<file path="config.mk">
export PLATFORM = sky130hd
export DESIGN_NAME = sirc_responder
export DESIGN_NICKNAME = d
export VERILOG_FILES = /design/src/rtl/sirc_pkg.sv /design/src/rtl/sirc_hs_slave.sv /design/src/rtl/sirc_responder.sv
export SDC_FILE = /design/constraint.sdc
export NUM_CORES = 1
export LEC_CHECK = 0
export BUFFER_PORTS_ARGS = -buffer_cell sky130_fd_sc_hd__buf_2
export CAP_MARGIN = 30
export CORE_MARGIN = 1.5
export CORE_UTILIZATION = 49
export CTS_CLUSTER_SIZE = 14
export DETAILED_ROUTE_END_ITERATION = 12
export PLACE_DENSITY = 0.65
export SYNTH_ARGS = -nofsm -noshare
export SYNTH_HDL_FRONTEND = slang
export SYNTH_SLANG_ARGS = --single-unit
</file>
<file path="constraint.sdc">
create_clock -name clk -period 6.4 [get_ports clk]
set_clock_uncertainty 0.15 [all_clocks]
set_input_delay 0.64 -clock clk [delete_from_list [all_inputs] [get_ports clk]]
set_output_delay 0.64 -clock clk [all_outputs]
set_load 0.005 [all_outputs]
</file>
<file path="src/rtl/sirc_pkg.sv">
// Shared constants for the SIRC host-side responder.
package sirc_pkg;
  localparam int REG_W          = 32;
  localparam int REG_ADDR_W     = 8;
  localparam int RD_LATENCY_DEF = 2;
endpackage

</file>
<file path="src/rtl/sirc_hs_slave.sv">
// One SIRC handshake channel: registered ack generator plus a fixed-latency
// read-return pipeline (valid pulse and held data).
module sirc_hs_slave #(
  parameter int DATA_W = 32,
  parameter int LAT    = 2
) (
  input  logic              clk,
  input  logic              reset,
  input  logic              i_req,
  output logic              o_ack,
  output logic              o_accept,
  input  logic              i_rd_sel,
  input  logic [DATA_W-1:0] i_rd_data,
  output logic              o_rd_valid,
  output logic [DATA_W-1:0] o_rd_data
);
  logic                         r_ack;
  logic [LAT-1:0]               r_vld;
  logic [LAT-1:0]               w_in_vld;
  logic [LAT-1:0][DATA_W-1:0]   r_dat;
  logic [LAT-1:0][DATA_W-1:0]   w_in_dat;
  logic                         w_fire;

  // Ack drops for a cycle after every high cycle, so accepts are >= 2 cycles apart.
  always_ff @(posedge clk) begin
    if (!reset) r_ack <= 1'b0;
    else        r_ack <= i_req && !r_ack;
  end

  assign o_ack    = r_ack;
  assign o_accept = i_req && r_ack && reset;
  assign w_fire   = o_accept && i_rd_sel;

  always_comb begin
    w_in_vld    = '0;
    w_in_dat    = '0;
    w_in_vld[0] = w_fire;
    w_in_dat[0] = i_rd_data;
    for (int i = 1; i < LAT; i++) begin
      w_in_vld[i] = r_vld[i-1];
      w_in_dat[i] = r_dat[i-1];
    end
  end

  // The last data stage only loads on a return, so read data holds between returns.
  always_ff @(posedge clk) begin
    if (!reset) begin
      r_vld <= '0;
      r_dat <= '0;
    end else begin
      r_vld <= w_in_vld;
      for (int i = 0; i < LAT; i++) begin
        if ((i < LAT-1) || w_in_vld[i]) r_dat[i] <= w_in_dat[i];
      end
    end
  end

  assign o_rd_valid = r_vld[LAT-1];
  assign o_rd_data  = r_dat[LAT-1];
endmodule

</file>
<file path="src/rtl/sirc_responder.sv">
// Host side of the SIRC user-circuit interface: run register, parameter
// registers, input/output memories and a simple host load/readback port.
module sirc_responder
  import sirc_pkg::*;
#(
  parameter int NUM_REGS             = 4,
  parameter int INMEM_BYTE_WIDTH     = 1,
  parameter int OUTMEM_BYTE_WIDTH    = 1,
  parameter int INMEM_ADDRESS_WIDTH  = 6,
  parameter int OUTMEM_ADDRESS_WIDTH = 6,
  parameter int RD_LATENCY           = RD_LATENCY_DEF
) (
  input  logic                              clk,
  input  logic                              reset,
  output logic                              userRunValue,
  input  logic                              userRunClear,
  input  logic                              register32CmdReq,
  output logic                              register32CmdAck,
  input  logic [REG_W-1:0]                  register32WriteData,
  input  logic [REG_ADDR_W-1:0]             register32Address,
  input  logic                              register32WriteEn,
  output logic                              register32ReadDataValid,
  output logic [REG_W-1:0]                  register32ReadData,
  input  logic                              inputMemoryReadReq,
  output logic                              inputMemoryReadAck,
  input  logic [INMEM_ADDRESS_WIDTH-1:0]    inputMemoryReadAdd,
  output logic                              inputMemoryReadDataValid,
  output logic [8*INMEM_BYTE_WIDTH-1:0]     inputMemoryReadData,
  input  logic                              outputMemoryWriteReq,
  output logic                              outputMemoryWriteAck,
  input  logic [OUTMEM_ADDRESS_WIDTH-1:0]   outputMemoryWriteAdd,
  input  logic [8*OUTMEM_BYTE_WIDTH-1:0]    outputMemoryWriteData,
  input  logic [OUTMEM_BYTE_WIDTH-1:0]      outputMemoryWriteByteMask,
  input  logic                              host_run_set,
  input  logic                              host_wr_en,
  input  logic                              host_wr_sel,
  input  logic [INMEM_ADDRESS_WIDTH-1:0]    host_wr_addr,
  input  logic [31:0]                       host_wr_data,
  input  logic [OUTMEM_ADDRESS_WIDTH-1:0]   host_rd_addr,
  output logic [8*OUTMEM_BYTE_WIDTH-1:0]    host_rd_data,
  output logic [15:0]                       out_write_count
);
  localparam int IW     = 8*INMEM_BYTE_WIDTH;
  localparam int OW     = 8*OUTMEM_BYTE_WIDTH;
  localparam int IDEPTH = 1 << INMEM_ADDRESS_WIDTH;
  localparam int ODEPTH = 1 << OUTMEM_ADDRESS_WIDTH;

  logic                  r_run;
  logic [15:0]           r_wr_count;
  logic [REG_W-1:0]      r_regs [NUM_REGS];
  logic [IW-1:0]         r_inmem [IDEPTH];
  logic [OW-1:0]         r_outmem [ODEPTH];
  logic [OW-1:0]         r_host_rd;
  logic [REG_W-1:0]      w_reg_rd;
  logic [REG_ADDR_W-1:0] w_host_reg_addr;
  logic                  w_reg_acc;
  logic                  w_in_acc;
  logic                  w_out_acc;

  sirc_hs_slave #(.DATA_W(REG_W), .LAT(RD_LATENCY)) u_reg_hs (
    .clk        (clk),
    .reset      (reset),
    .i_req      (register32CmdReq),
    .o_ack      (register32CmdAck),
    .o_accept   (w_reg_acc),
    .i_rd_sel   (!register32WriteEn),
    .i_rd_data  (w_reg_rd),
    .o_rd_valid (register32ReadDataValid),
    .o_rd_data  (register32ReadData)
  );

  sirc_hs_slave #(.DATA_W(IW), .LAT(RD_LATENCY)) u_in_hs (
    .clk        (clk),
    .reset      (reset),
    .i_req      (inputMemoryReadReq),
    .o_ack      (inputMemoryReadAck),
    .o_accept   (w_in_acc),
    .i_rd_sel   (1'b1),
    .i_rd_data  (r_inmem[inputMemoryReadAdd]),
    .o_rd_valid (inputMemoryReadDataValid),
    .o_rd_data  (inputMemoryReadData)
  );

  // Write-only channel: the return pipeline is left idle and unconnected.
  sirc_hs_slave #(.DATA_W(1), .LAT(1)) u_out_hs (
    .clk        (clk),
    .reset      (reset),
    .i_req      (outputMemoryWriteReq),
    .o_ack      (outputMemoryWriteAck),
    .o_accept   (w_out_acc),
    .i_rd_sel   (1'b0),
    .i_rd_data  (1'b0),
    .o_rd_valid (),
    .o_rd_data  ()
  );

  assign w_host_reg_addr = REG_ADDR_W'(host_wr_addr);

  always_comb begin
    w_reg_rd = '0;
    for (int i = 0; i < NUM_REGS; i++) begin
      if (register32Address == REG_ADDR_W'(i)) w_reg_rd = r_regs[i];
    end
  end

  // Host write is applied after the user write so it wins a same-address collision.
  always_ff @(posedge clk) begin
    if (!reset) begin
      for (int i = 0; i < NUM_REGS; i++) r_regs[i] <= '0;
    end else begin
      for (int i = 0; i < NUM_REGS; i++) begin
        if (w_reg_acc && register32WriteEn && (register32Address == REG_ADDR_W'(i)))
          r_regs[i] <= register32WriteData;
        if (host_wr_en && !host_wr_sel && (w_host_reg_addr == REG_ADDR_W'(i)))
          r_regs[i] <= host_wr_data;
      end
    end
  end

  always_ff @(posedge clk) begin
    if (host_wr_en && host_wr_sel) r_inmem[host_wr_addr] <= IW'(host_wr_data);
  end

  always_ff @(posedge clk) begin
    if (w_out_acc) begin
      for (int b = 0; b < OUTMEM_BYTE_WIDTH; b++) begin
        if (outputMemoryWriteByteMask[b])
          r_outmem[outputMemoryWriteAdd][8*b +: 8] <= outputMemoryWriteData[8*b +: 8];
      end
    end
  end

  // Readback samples the array before any same-edge user write lands.
  always_ff @(posedge clk) begin
    if (!reset) r_host_rd <= '0;
    else        r_host_rd <= r_outmem[host_rd_addr];
  end

  always_ff @(posedge clk) begin
    if (!reset) begin
      r_run      <= 1'b0;
      r_wr_count <= '0;
    end else begin
      if (host_run_set)      r_run <= 1'b1;
      else if (userRunClear) r_run <= 1'b0;
      if (host_run_set)
        r_wr_count <= '0;
      else if (w_out_acc && (r_wr_count != 16'hFFFF))
        r_wr_count <= r_wr_count + 16'd1;
    end
  end

  assign userRunValue    = r_run;
  assign out_write_count = r_wr_count;
  assign host_rd_data    = r_host_rd;
endmodule

</file>
**After elaboration in Yosys (flattened, before gate mapping)**

Memories as Yosys holds them, arrays and structs flattened. A register that Yosys moved wholly into a read port is not among the register bits.
Cells that the tools add are included.

- Output and inout bits: 70
- Memory bits (read-only): 0
- Flip-flop bits (word level): 96
- Memory bits (writable): 1152
- Latch bits: 0
- Logic and storage cells: 107
- Memories: 3

- Shift operators: 0
- Multipliers: 0
- Reduce and logical (&&, ||, !) cells: 33
- Mux-type cells: 44
- Magnitude comparators: 0
- Div/mod/pow operators: 0
- Bitwise gates (word level): 9
- $add $sub $neg: 1
- Equality and inequality tests: 7

Memories:

| name | depth | width | rd ports | clocked after memory_dff | wr ports | line | source |
|---|---|---|---|---|---|---|---|
| r_inmem | 64 | 8 | 1 | 1 | 1 | sirc_responder.sv:51 | `logic [IW-1:0] r_inmem [IDEPTH];` |
| r_outmem | 64 | 8 | 1 | 1 | 1 | sirc_responder.sv:52 | `logic [OW-1:0] r_outmem [ODEPTH];` |
| r_regs | 4 | 32 | 4 | 0 | 4 | sirc_responder.sv:50 | `logic [REG_W-1:0] r_regs [NUM_REGS];` |

Operator list:

| cell | count |
|---|---|
| 32-bit two-way mux | 12 |
| 1-bit two-way mux | 32 |
| 1-bit logical AND | 22 |
| 16-bit by 1-bit adder with 16-bit output (second input constant) | 1 |
| 8-bit by 2-bit equality test with 1-bit output (second input constant) | 2 |
| 8-bit zero test | 2 |
| 16-bit != test (second input constant) | 1 |
| 6-bit by 2-bit equality test with 1-bit output (second input constant) | 2 |
| 8-bit by 1-bit equality test with 1-bit output (second input constant) | 1 |
| 1-bit OR | 8 |
| 1-bit zero test | 7 |
| 6-bit by 1-bit equality test with 1-bit output (second input constant) | 1 |
| 2-bit nonzero test | 1 |
| 2-bit OR reduction | 1 |
| 1-bit inverter | 1 |

**Longest topological paths before layout**

Gate-level depths: netlist of run 1.

- Word-level depth: 9
- Gate-level depth with buffers: 9
- Depth with buffers taken out: 5

**Hierarchy**

Synthesis of run 1 repeated with hierarchy kept, for this count alone.

- Cells, all modules: 2810
- Area total of the unflattened synthesis: 50921.3 um^2

Modules (own cells, without submodules):

| module | instances | cells each | area each (um^2) |
|---|---|---|---|
| sirc_responder | 1 | 2531 | 47708.3 |
| sirc_hs_slave at u_reg_hs | 1 | 211 | 2432.3 |
| sirc_hs_slave at u_in_hs | 1 | 58 | 671.9 |
| sirc_hs_slave at u_out_hs | 1 | 10 | 108.9 |

**Worst setup path after synthesis of run 1**

Ideal clock, no wire load.

- Path kind: in2reg
- From: input port register32Address[5]
- To: memory r_regs[3][0] (enable)
- Arrival time: 3.727 ns
- Data required time: 5.784 ns
- Setup slack: 2.058 ns
- Library setup time: 0.466 ns
- Stages: 4
- Cell sequence: nor4_1 nand4_1 clkbuf_1 o21ai_0

RTL lines:

| element | line | source |
|---|---|---|
| from (decl) | sirc_responder.sv:20 | `input logic [REG_ADDR_W-1:0] register32Address,` |
| to (decl) | sirc_responder.sv:50 |  |

**Final worst setup path of run 1**

- From: register u_out_hs.r_ack (netlist: u_out_hs.o_ack)
- To: memory r_outmem[38][7] (netlist name) (enable)

- Word-level cells in the longest chain between the ends: 4

Ends and longest elaborated chain:

| element | line | source |
|---|---|---|
| from (decl) | sirc_hs_slave.sv:17 | `logic r_ack;` |
| from (signal assigned) | sirc_hs_slave.sv:27 | `else r_ack <= i_req && !r_ack;` |
| 1-bit logical AND (2 in a row) | sirc_hs_slave.sv:31 | `assign o_accept = i_req && r_ack && reset;` |
| 1-bit two-way mux | sirc_responder.sv:125 | `if (w_out_acc) begin` |
| 1-bit two-way mux (not written as such) | sirc_responder.sv:128 | `r_outmem[outputMemoryWriteAdd][8*b +: 8] <= outputMemoryWriteData[8*b +: 8];` |
| to (decl) | sirc_responder.sv:52 |  |

No other way between the ends.

==> results of run 1 <==
worst paths after layout:
path              cells past startpoint  slack (ps)         endpoint            from
hold reg to reg                       1         310    u_in_hs.o_ack   u_in_hs.o_ack
setup reg to reg                      5        2630  r_outmem[38][7]  u_out_hs.o_ack
setup / recovery                      5        2630  r_outmem[38][7]  u_out_hs.o_ack
hold / removal                        3          80     userRunValue    userRunClear
state kept, by name (all words and copies together) (netlist names), 2 cells and up:
register / flops
r_regs: 128
r_outmem: 512
u_reg_hs.r_vld: 2
host_rd_data: 8
u_in_hs.o_rd_data: 8
u_reg_hs.o_rd_data: 32
u_in_hs.r_vld: 2
u_in_hs.r_dat: 8
u_reg_hs.r_dat: 32
out_write_count: 16
r_inmem: 512
cells by family (layout without fill, tap and decap cells):
| group | count (synthesis) | after routing | share of synthesized area (%) |
|---|---|---|---|
| compound gates | 250 | 250 | 3.13 |
| xor+xnor | 12 | 12 | 0.209 |
| fa+ha+maj | 1 | 1 | 0.0249 |
| buf+inv | 206 | 483 | 2.33 |
| flops | 1264 | 1264 | 73.2 |
| mux | 412 | 412 | 15.7 |
| other cells | 0 | 4 | 0 |
| simple gates | 608 | 608 | 5.39 |
timing repair:
item | in CTS | in global routing
endpoints found under the hold margin | 5 | 0
hold buffers | 5 | 0
endpoints found under the setup margin | 0 | 0
setup buffers | 0 | 0
resized for setup | 0 | 0
metrics by stage:
stage / utilization (%) / worst slack (ps) / instances
2_1_floorplan: - / 2060 / 2753
3_3_place_gp: 51.3 / 2460 / 4149
3_5_place_dp: 51.4 / 2430 / 4151
4_1_cts: 55.4 / 2680 / 4396
5_1_grt: 55.4 / 2360 / 4402
6_report: 55.4 / 2630 / 4402
placed cells by master, fill, tap and decap left out, types with 6 or more instances in the layout:
cell       count
a21oi_1      109
a22o_1        34
a31oi_1       14
and3_1        10
and4_1         7
buf_2        178
buf_4         46
clkbuf_1      46
clkbuf_16    132
clkbuf_8       7
clkinv_1      17
clkinv_2      22
dfxtp_1      111
edfxtp_1    1152
mux2_2        35
mux2i_1       83
mux4_1         8
mux4_2       286
nand2_1      261
nand2b_1       9
nand3_1       14
nand3b_1       7
nand4_1        6
nor2_1       173
nor2b_1       73
nor3_1        29
o21ai_0       13
o22ai_1       27
xor2_1        12
area by class of cell:
cell class / instances / share of cell area (%)
antenna: 4 / 0.0177
sequential: 1264 / 65.3
tap: 1368 / 3.03
inverter: 4 / 0.0266
clock buffer: 185 / 6.33
multi-input combinational: 1283 / 21.9
clock inverter: 55 / 0.841
timing repair buffer: 239 / 2.60
critical path, cell delays in order (launching register included):
cell and delay [ps]:
dfxtp_1 620, and3_1 740, nand2_1 110, nor2_1 250
nand3_1 630, nor2_1 890
power breakdown:
group | internal, mW | switching [mW]
combinational | 0.307 | 0.487
sequential | 9.06 | 0.0297
clock | 4.02 | 3.13
routing by layer:
metal	up-vias	GRT usage, %	wire (um)
li1	11300	-	-
met1	13700	32.2	48700
met2	1204	35.3	55400
met3	206	5.24	9990
met4	22	6.36	2410
met5	-	0	149
==> out/qor.txt, run 1 <==
result of the run: completed
top cells by area, synth: edfxtp_1, mux4_2, dfxtp_1
share of synthesized area occupied by flip-flops and latches: 73.2%
RSZ-0062 raised after global routing: false
final total power: 17.0 mW
combined area of the multi-input logic cells: 0.0123 sq mm
Synthesis Warnings: 0
most used flip-flop cell after synthesis: edfxtp_1
Post-Synthesis Net Count: 2869
share of final-layout standard cells stronger than drive strength 1: 24.7%
Chip Height: 323 um
most numerous cell types in the synthesized netlist: edfxtp_1, mux4_2, nand2_1
number of vias in the routed layout: 26.4k
CTS clock-pin slew for the worst setup and hold paths: 60 ps
number of buffer cells added on primary ports: 184
portion of synthesized cell area occupied by the leading cell type: 68.8%
count of final max-slew check failures: 0
number of distinct library cell variants in the gate-level netlist after synthesis: 54
clock tree root driver cell: clkbuf_16
Post-Route Hold Slack: 77.6 ps
leading cell type by number of instances after synthesis: edfxtp_1
Critical Path AT: 3990 ps
setup_tns: 0 ps
number of global-route vias before repair: 26.4k
routability congestion estimate from global placement: 0.836
portion of the clock cycle consumed by the worst path in the final layout: 59.0%
final-report hold violation count: 0
full die area: 0.105 sq mm
critical path capture point type: register
relative area change from synthesis to final layout: 12.2%
io pins: 185
number of synthesized flops with an enable pin: 1152
drt drc: 0
cells after synthesis: 2753
largest net degree at the start of global routing: 81
Synth Cell Area: 0.0503 sq mm
chip width: 323 um
global-route congestion overflow total: 0
number of sinks on the clock net: 1264
number of antenna violations at the first check in global routing: 16
total wire length: 117000 um
maximum clock rate: 0.265 GHz
num rows: 117
Bufs on Longest Clock Path: 3
Seq cells post-synth: 1264
final setup fails: 0
placed wire-length estimate: 70300 um
sequential cell area: 0.0368 sq mm
global-route wire length before repair: 173000 um
first drt pass iteration count: 5
final layout net count: 3038
cts bufs inserted: 130
maximum VDD drop: 0.000246 V
Critical Path Source Type: register
share of synthesized flip-flops with an asynchronous set or reset: 0%
HP Class: input pin to register
layout filler cell count: 7754
Antenna Violating Nets Remaining: 0
power per cell area: 302 mW/mm^2
Syn Area/Cell: 18.3 sq um
overall track demand over capacity in global routing: 22.7%
initial core utilization: 49.4%
maximum fanout along the worst path: 8
area of the core: 0.102 sq mm
total number of H-tree levels: 4
number of vias per cell: 5.99
worst relative slew slack: 31.8%
leakage power: 18.4 nW
placement-stage cell area: 0.0523 sq mm
type of the worst setup path: register to register
average wire length per cell after detail routing: 26.5 um
Tightest Pin Transition: 1020 ps
clock insertion delay at the later pin of the skew report: 740 ps
Synth area leader: edfxtp_1
clock tree from TritonCTS: built
Tmin final: 3770 ps
required time of the worst setup path: 6620 ps
number of violations of the max-capacitance limit: 0
First DRT Iteration DRCs: 2771
Final Cell Area: 0.0564 sq mm
Power figures use the tool's default switching activity.
==> run 2: changes to the inputs <==
==> constraint.sdc (replaced) <==
create_clock -name clk -period 3.5 [get_ports clk]
set_clock_uncertainty 0.15 [all_clocks]
set_input_delay 0.35 -clock clk [delete_from_list [all_inputs] [get_ports clk]]
set_output_delay 0.35 -clock clk [all_outputs]
set_load 0.005 [all_outputs]
==> out/qor.txt, run 2 (synthesized netlist as in run 1, its figures left out) <==
result of the run: completed
maximum VDD drop: 0.000464 V
total of hold buffers inserted after clock tree synthesis: 100
leakage power: 19.9 nW
num rows: 117
Tightest Pin Transition: 998 ps
final cell count without fillers: 4654
largest net degree at the start of global routing: 69
drt drc: 0
type of the worst setup path: input pin to register
share of final-layout standard cells stronger than drive strength 1: 28.0%
global-route wire length before repair: 184000 um
HP Class: input pin to register
power per cell area: 550 mW/mm^2
Antenna Violating Nets Remaining: 0
final layout net count: 3292
clock tree root driver cell: clkbuf_16
First DRT Iteration DRCs: 3116
number of sinks on the clock net: 1264
first drt pass iteration count: 5
cts bufs inserted: 132
setup_tns: 0 ps
worst relative slew slack: 33.2%
overall track demand over capacity in global routing: 24.0%
number of global-route vias before repair: 28.1k
clock tree from TritonCTS: built
number of violations of the max-capacitance limit: 0
final setup fails: 0
Critical Path Max Stage Delay: 630 ps
Critical Path Source Type: input pin
DR WL met3: 10000 um
placed wire-length estimate: 78400 um
required time of the worst setup path: 3740 ps
CP Cell Sequence: dlygate4sd3_1 -> buf_2 -> nor2_1 -> dlygate4sd3_1 -> nand3_1 -> nor3_1 -> a21oi_2 -> nand2_1 -> buf_4
global-route congestion overflow total: 0
total number of H-tree levels: 4
Tmin final: 3060 ps
clock insertion delay at the later pin of the skew report: 730 ps
Chip Height: 323 um
critical path capture point type: register
routability congestion estimate from global placement: 0.877
total placed cells including tap cells: 4308
maximum fanout along the worst path: 17
area of the core: 0.102 sq mm
number of buffer and inverter stages on the critical path: 4
initial core utilization: 49.4%
number of vias per cell: 5.93
io pins: 185
most prevalent standard cell on the critical path: dlygate4sd3_1
number of post-CTS setup repair buffers: 0
maximum clock rate: 0.327 GHz
chip width: 323 um
average wire length per cell after detail routing: 26.7 um
portion of the clock cycle consumed by the worst path in the final layout: 87.3%
CTS clock-pin slew for the worst setup and hold paths: 60 ps
number of antenna violations at the first check in global routing: 5
Critical-path top delay cell: dlygate4sd3_1
full die area: 0.105 sq mm
Bufs on Longest Clock Path: 3
relative area change from synthesis to final layout: 17.5%
count of final max-slew check failures: 0
number of buffer cells added on primary ports: 184
Post-Route Hold Slack: 33.3 ps
commonest non-fill, non-tap cell in the layout: edfxtp_1
largest registers in the final layout: r_inmem: 512 flops, r_outmem: 512 flops, r_regs: 128 flops
RSZ-0062 raised after global routing: false
Metal-1 WL: 50400 um
post_cts resized: 0
final total power: 32.5 mW
number of vias in the routed layout: 27.6k
final-report hold violation count: 0
total wire length: 124000 um
highest-count cells in the layout ignoring fill and taps: edfxtp_1, mux4_2, nand2_1, buf_4, buf_2
highest signal layer in the routed design: met5
cell type group with the largest total delay on the critical path: buffers and inverters
routed wl met2: 60600 um
Critical Path AT: 3300 ps
==> run 2: final timing paths <==
check                                              start              end  slack, ps  cells past startpoint
worst max-delay path                register32Address[3]    r_regs[2][19]        440                      9
worst min-delay path            outputMemoryWriteData[0]  r_outmem[56][0]         30                      1
worst min register to register             u_in_hs.o_ack    u_in_hs.o_ack        290                      1
worst max register to register            u_out_hs.o_ack  r_outmem[46][1]        770                      6
==> run 2: power breakdown <==
group          switching [mW]  leakage, nW  total [mW]  internal [mW]
combinational           0.943         6.32        1.60          0.660
clock                    5.77         2.17        14.3           8.50
sequential             0.0540         11.4        16.6           16.6
==> run 2: per-stage QoR <==
stage	utilization, %	area [sq um]	worst slack, ps
4_1_cts	58.1	59100	545
3_3_place_gp	52.6	53500	343
2_1_floorplan	-	50300	317
6_report	58.1	59100	443
3_5_place_dp	52.7	53600	280
5_1_grt	58.1	59100	376
==> run 2: cell type report <==
class                   count  area, sq um
diodes                      3         7.51
clock buffers             172         3680
clock inverters            69          766
fillers                  7445        42600
inverters                   4         15.0
multi-input cells        1283        12300
flip-flops and latches   1264        36800
well taps                1368         1710
repair buffers            491         3750
==> run 2: metal layers <==
metal  up-vias  global-route usage [%]
met5         -                       0
met4         4                    6.70
met3       218                    4.55
met2      1339                    38.7
met1     14300                    33.7
li1      11800                       -
